[src/rtl/uart_tx_if.sv]
// uart_tx_if: byte handshake between a producer and the UART transmitter.
//   data_i   - byte to send, sampled on acceptance
//   valid_i  - producer request
//   parity_i - 1 appends an even-parity bit to the frame
//   ready_o  - transmitter idle; byte accepted when valid_i && ready_o at an edge
interface uart_tx_if;
  logic [7:0] data_i;
  logic       valid_i;
  logic       parity_i;
  logic       ready_o;

  modport master (output data_i, valid_i, parity_i, input ready_o);
  modport slave  (input data_i, valid_i, parity_i, output ready_o);
endinterface

[src/rtl/uart_tx.sv]
// uart_tx: serial transmitter, LSB first, optional even parity, one stop bit.
// Each bit lasts DIV baud ticks; a baud tick occurs every PSCALER sysclk cycles.
//   sysclk  - clock, rising edge
//   reset   - synchronous, active-high
//   bus     - byte handshake (data_i, valid_i, parity_i in; ready_o out)
//   tx_o    - serial line, idle high
//   busy_o  - high from the cycle after acceptance through the done_o cycle
//   done_o  - one-cycle pulse in the final stop-bit cycle, ready_o high with it
module uart_tx #(
  parameter int unsigned N       = 8,
  parameter int unsigned PSCALER = 1,
  parameter int unsigned DIV     = 10
) (
  input  logic     sysclk,
  input  logic     reset,
  uart_tx_if.slave bus,
  output logic     tx_o,
  output logic     busy_o,
  output logic     done_o
);

  localparam int unsigned TW = 8;
  localparam logic [N-1:0]  PS_LAST  = N'(PSCALER - 1);
  localparam logic [N-1:0]  PS_PRE   = N'((PSCALER > 1) ? PSCALER - 2 : 0);
  localparam logic [TW-1:0] DIV_LAST = TW'(DIV - 1);
  localparam logic [TW-1:0] DIV_PRE  = TW'(DIV - 2);

  typedef enum logic [2:0] {
    S_IDLE   = 3'd0,
    S_START  = 3'd1,
    S_DATA   = 3'd2,
    S_PARITY = 3'd3,
    S_STOP   = 3'd4
  } state_t;

  state_t        state_q, state_d;
  logic [N-1:0]  pcnt_q, pcnt_d;
  logic [TW-1:0] tcnt_q, tcnt_d;
  logic [2:0]    idx_q, idx_d;
  logic [7:0]    data_q, data_d;
  logic          par_q, par_d;
  logic          tx_q, tx_d;
  logic          ready_q, ready_d;
  logic          busy_q, busy_d;
  logic          done_q, done_d;

  logic tick;
  logic bit_end;
  logic stop_pre;

  // Next-state, counters and registered outputs.
  always_comb begin
    state_d = state_q;
    pcnt_d  = pcnt_q;
    tcnt_d  = tcnt_q;
    idx_d   = idx_q;
    data_d  = data_q;
    par_d   = par_q;
    done_d  = 1'b0;

    tick    = (pcnt_q == PS_LAST);
    bit_end = tick && (tcnt_q == DIV_LAST);
    // Stop bit ends one cycle early in state terms so the done_o/IDLE cycle
    // is the last stop-bit cycle; back-to-back frames then have no gap.
    if (PSCALER > 1) begin
      stop_pre = (tcnt_q == DIV_LAST) && (pcnt_q == PS_PRE);
    end else begin
      stop_pre = (tcnt_q == DIV_PRE);
    end

    if (state_q != S_IDLE) begin
      pcnt_d = tick ? '0 : pcnt_q + 1'b1;
      if (tick) begin
        tcnt_d = (tcnt_q == DIV_LAST) ? '0 : tcnt_q + 1'b1;
      end
    end

    case (state_q)
      S_IDLE: begin
        // Counters held at zero so every frame starts at prescaler phase 0.
        pcnt_d = '0;
        tcnt_d = '0;
        idx_d  = '0;
        if (bus.valid_i) begin
          data_d  = bus.data_i;
          par_d   = bus.parity_i;
          state_d = S_START;
        end
      end
      S_START: begin
        if (bit_end) state_d = S_DATA;
      end
      S_DATA: begin
        if (bit_end) begin
          if (idx_q == 3'd7) begin
            state_d = par_q ? S_PARITY : S_STOP;
          end else begin
            idx_d = idx_q + 3'd1;
          end
        end
      end
      S_PARITY: begin
        if (bit_end) state_d = S_STOP;
      end
      S_STOP: begin
        if (stop_pre) begin
          state_d = S_IDLE;
          done_d  = 1'b1;
        end
      end
      default: state_d = S_IDLE;
    endcase

    case (state_d)
      S_START:  tx_d = 1'b0;
      S_DATA:   tx_d = data_d[idx_d];
      S_PARITY: tx_d = ^data_d;
      default:  tx_d = 1'b1;
    endcase

    ready_d = (state_d == S_IDLE);
    busy_d  = (state_d != S_IDLE) || done_d;
  end

  // State and output registers.
  always_ff @(posedge sysclk) begin
    if (reset) begin
      state_q <= S_IDLE;
      pcnt_q  <= '0;
      tcnt_q  <= '0;
      idx_q   <= '0;
      data_q  <= '0;
      par_q   <= 1'b0;
      tx_q    <= 1'b1;
      ready_q <= 1'b1;
      busy_q  <= 1'b0;
      done_q  <= 1'b0;
    end else begin
      state_q <= state_d;
      pcnt_q  <= pcnt_d;
      tcnt_q  <= tcnt_d;
      idx_q   <= idx_d;
      data_q  <= data_d;
      par_q   <= par_d;
      tx_q    <= tx_d;
      ready_q <= ready_d;
      busy_q  <= busy_d;
      done_q  <= done_d;
    end
  end

  assign bus.ready_o = ready_q;
  assign tx_o        = tx_q;
  assign busy_o      = busy_q;
  assign done_o      = done_q;

endmodule

[src/flat_wrapper.sv]
// flat-port wrapper written by rule: the top's interface ports become plain ports
module uart_tx_flat 
#(
  parameter int unsigned N       = 8,
  parameter int unsigned PSCALER = 1,
  parameter int unsigned DIV     = 10
)
  (sysclk, reset, tx_o, busy_o, done_o, bus_data_i, bus_valid_i, bus_parity_i, bus_ready_o);
  uart_tx_if bus_i ();
  input  logic sysclk;
  input  logic reset;
  output logic tx_o;
  output logic busy_o;
  output logic done_o;
  input wire logic [$bits(bus_i.data_i)-1:0] bus_data_i;
  input wire logic [$bits(bus_i.valid_i)-1:0] bus_valid_i;
  input wire logic [$bits(bus_i.parity_i)-1:0] bus_parity_i;
  output wire logic [$bits(bus_i.ready_o)-1:0] bus_ready_o;
  assign bus_i.data_i = bus_data_i;
  assign bus_i.valid_i = bus_valid_i;
  assign bus_i.parity_i = bus_parity_i;
  assign bus_ready_o = bus_i.ready_o;
  uart_tx #(.N(N), .PSCALER(PSCALER), .DIV(DIV)) u_core (.sysclk(sysclk), .reset(reset), .bus(bus_i), .tx_o(tx_o), .busy_o(busy_o), .done_o(done_o));
endmodule
[config.mk]
export PLATFORM = sky130hd
export DESIGN_NAME = uart_tx_flat
export DESIGN_NICKNAME = d
export VERILOG_FILES = /design/src/rtl/uart_tx_if.sv /design/src/rtl/uart_tx.sv /design/src/flat_wrapper.sv
export SDC_FILE = /design/constraint.sdc
export NUM_CORES = 1
export LEC_CHECK = 0
export ABC_AREA = 1
export CORE_AREA = 8 8 69 71
export DETAILED_ROUTE_END_ITERATION = 10
export DIE_AREA = 0 0 77 79
export GPL_ROUTABILITY_DRIVEN = 1
export PLACE_DENSITY = 0.78
export SYNTH_ARGS = -nofsm -noshare
export SYNTH_HDL_FRONTEND = slang
export SYNTH_SLANG_ARGS = --single-unit
[constraint.sdc]
create_clock -name sysclk -period 2 [get_ports sysclk]
set_input_delay 0.4 -clock sysclk [delete_from_list [all_inputs] [get_ports sysclk]]
set_output_delay 0.4 -clock sysclk [all_outputs]
set_load 0.03 [all_outputs]
==> impl_metrics.toml <==
[logic_synthesis]
yosys.area_share.simple_pct = 39.3
synthMuxAreaShare_pct = 0
ys_types = 34
synth_adder_area_share_pct = 3.67
synth-compound-area-share_pct = 10.1
synth_xor_area_share_pct = 2.99
synth_top_family_by_area = "simple AND/OR/NAND/NOR gates"
avgSynthCellArea_um2 = 6.90
syn_nets = 315
yosys_warnings = 0
netlist_area_mm2 = 0.00205
yosysTopAreaCell = "dfxtp_1"
synth_top_area_share_pct = 34.2
postSynthCellCount = 297
ys_top_cells_by_area = "dfxtp_1, nand2_1, nor2_1, inv_1, nand3_1"
ys_ff_latch = 35
yosysSeqAreaShare_pct = 34.2

[final_layout]
nets = 342
final_cell_mix = "nand2_1, nor2_1, inv_1, dfxtp_1, nand3_1"
num_antenna_cells = 0
final_common_cell = "nand2_1"
syn_to_final_growth_pct = 19.4
layout-drive-gt1-share_pct = 16.0
nFillCells = 346
multi_input_area_mm2 = 0.00117
fin_util_pct = 64.4
seqCellArea_um2 = 701

[sta]
setup_viol = 0
fmax_mhz = 553
worst_pin_slew_ns = 0.303
finalCriticalPeriod_ns = 1.81
hold_viol_final = 0
whs_ns = 0.451
relSlewSlack_pct = 79.6
fin_crit_sh_pct = 90.4
clock_skew_ns = 0.00714
finalMaxSlewViolations = 0

[global_routing]
grt_pass1_wl_mm = 7.48
first_global_vias = 1864
gr-total-overflow = 0
grt_start_max_net_pins = 17
antenna_found_initial = 0
track_usage_pct = 14.7

[worst_setup_path]
criticalPathCategory = "reg -> reg"
r2r-end = "u_core.busy_o"
r2r.worst_path.cells = 11
start_kind = "flip-flop"
cp_data_required_time_ns = 2.19
max_stage_delay_ns = 0.35
crit_path_end_kind = "flip-flop"
crit_chain = "inv_1, ha_1, nand3_2, nor2_4, nand2_4, o21ai_2, nand3_1, inv_1, a31oi_2, nor2_1, nand2_1"
cpMaxStageDelayCell = "dfxtp_1"
path_common_cell = "inv_1"
crit_fanout = 9
rrSetupSlack_ns = 0.19
rr_startpoint = "u_core.tcnt_q[1]"
critPathArrivalTime_ns = 1.99

[worst_hold_path]
hold_end = "u_core.pcnt_q[0]"
hold_path.class = "reg -> reg"
whs_path_depth = 1
min_from = "u_core.pcnt_q[0]"

[cts]
cts_hold_buffers = 0
clock-root-buffer = "clkbuf_8"
clk_path_buf_depth = 2
clk_pin_slew_ns = 0.07
cts_made_buffers = 5
cts_tree = "built"
clock_latency_ns = 0.29
htreeDepth = 2
cts_sinks = 35

[die]
coreArea_mm2 = 0.00380
ios = 16
dieHeight_um = 79
fp.dieW_um = 77
start_util_pct = 53.9
fp-row-count = 23
die-area_mm2 = 0.00608

[routing]
firstDrtPassIters = 4
vias = 1867
post_drt_wl_per_cell_um = 11.5
drtIter0Drc = 99
drc_errors = 0
ant_nets = 0
wirelength_mm = 4.31
viasPerCell = 4.98

[run]
maxCapViolations = 0

[run_status]
status = "completed"

[pwr]
vdd_ir_drop_max_mv = 0.623
p_leak_uw = 0.00108
power_density_mw_per_mm2 = 682

[placed_design]
post-dp-hpwl_mm = 3.26
portBuffers = 15
gp_congestion = 0.826
cell type report:
| type | count | share of cell area (%) |
|---|---|---|
| multi-input cells | 213 | 47.7 |
| flip-flops and latches | 35 | 28.6 |
| repair buffers | 24 | 9.41 |
| inverters | 45 | 6.91 |
| clock buffers | 6 | 3.38 |
| well taps | 50 | 2.56 |
| clock inverters | 2 | 1.43 |
synthesized netlist by cell type (all sizes together):
cell,number
xor2,5
nor2,47
buf,2
nand3,26
nand2,77
nand3b,1
a31oi,1
nand4,5
o31ai,1
xnor2,2
dfxtp,35
o21bai,2
nor4,3
nor3,6
o32a,1
o21ai,13
nor3b,2
o211ai,1
and3,1
clkbuf,2
inv,45
ha,6
a21oi,13
cells by family after synthesis:
group	Yosys count
buffers and inverters	49
xor gates and xnor gates	7
and+or+nand+nor	168
AOI/OAI and AO/OA	32
DFF	35
adders and majority gates	6
layer usage:
| layer | routed length, um | global-route usage (%) |
|---|---|---|
| met5 | 0 | 0 |
| met4 | 68 | 6.23 |
| met3 | 123 | 3.95 |
| met2 | 2220 | 28.3 |
| met1 | 1890 | 14.6 |
worst max path at each step:
stage	to	cells past startpoint	slack [ns]	startpoint
finish	u_core.busy_o	11	0.19	u_core.tcnt_q[1]
global route	u_core.busy_o	11	-0.01	u_core.pcnt_q[0]
CTS	u_core.busy_o	10	0.13	u_core.tcnt_q[1]
detailed placement	u_core.tx_o	10	-0.002	bus_valid_i
global placement	u_core.tx_o	10	0.004	bus_valid_i
floorplan	u_core.tx_o	11	0.38	u_core.tcnt_q[0]
metrics by stage:
step	instance area (um2)	std cells	worst slack [ns]	power, uW	TNS, ns
final	2450	375	0.193	1670	0
after global routing	2450	375	-0.0106	1740	-0.0106
after floorplan	2050	297	0.376	935	0
after global placement	2290	364	0.00434	1010	0
after detailed placement	2290	364	-0.00224	1020	-0.00224
after CTS	2410	372	0.132	1680	0
sequential cells by signal, summed over array words and instances, names as in the netlist:
| register | count |
|---|---|
| u_core.pcnt_q | 8 |
| u_core.state_q | 3 |
| u_core.par_q | 1 |
| u_core.tx_o | 1 |
| u_core.bus.ready_o | 1 |
| u_core.data_q | 8 |
| u_core.done_o | 1 |
| u_core.tcnt_q | 8 |
| u_core.idx_q | 3 |
| u_core.busy_o | 1 |
where the power goes:
part / switching [uW] / leakage, uW / internal, uW
clock: 262 / 0.0000612 / 403
combinational: 160 / 0.000729 / 112
sequential: 11.1 / 0.000285 / 720
critical path: cells and delay by family, from the launching register on:
kind | cells | cell delay, ns
compound gates | 2 | 0.27
simple gates | 6 | 0.70
flops | 1 | 0.35
fa+ha+maj | 1 | 0.16
buf+inv | 2 | 0.21
repair_timing:
| action | in CTS | in global routing |
|---|---|---|
| buffers inserted | 0 | 3 |
| endpoints found under the setup margin | 0 | 2 |
| gates resized for setup | 0 | 4 |
No activity file was read; power rests on OpenSTA's default activity.
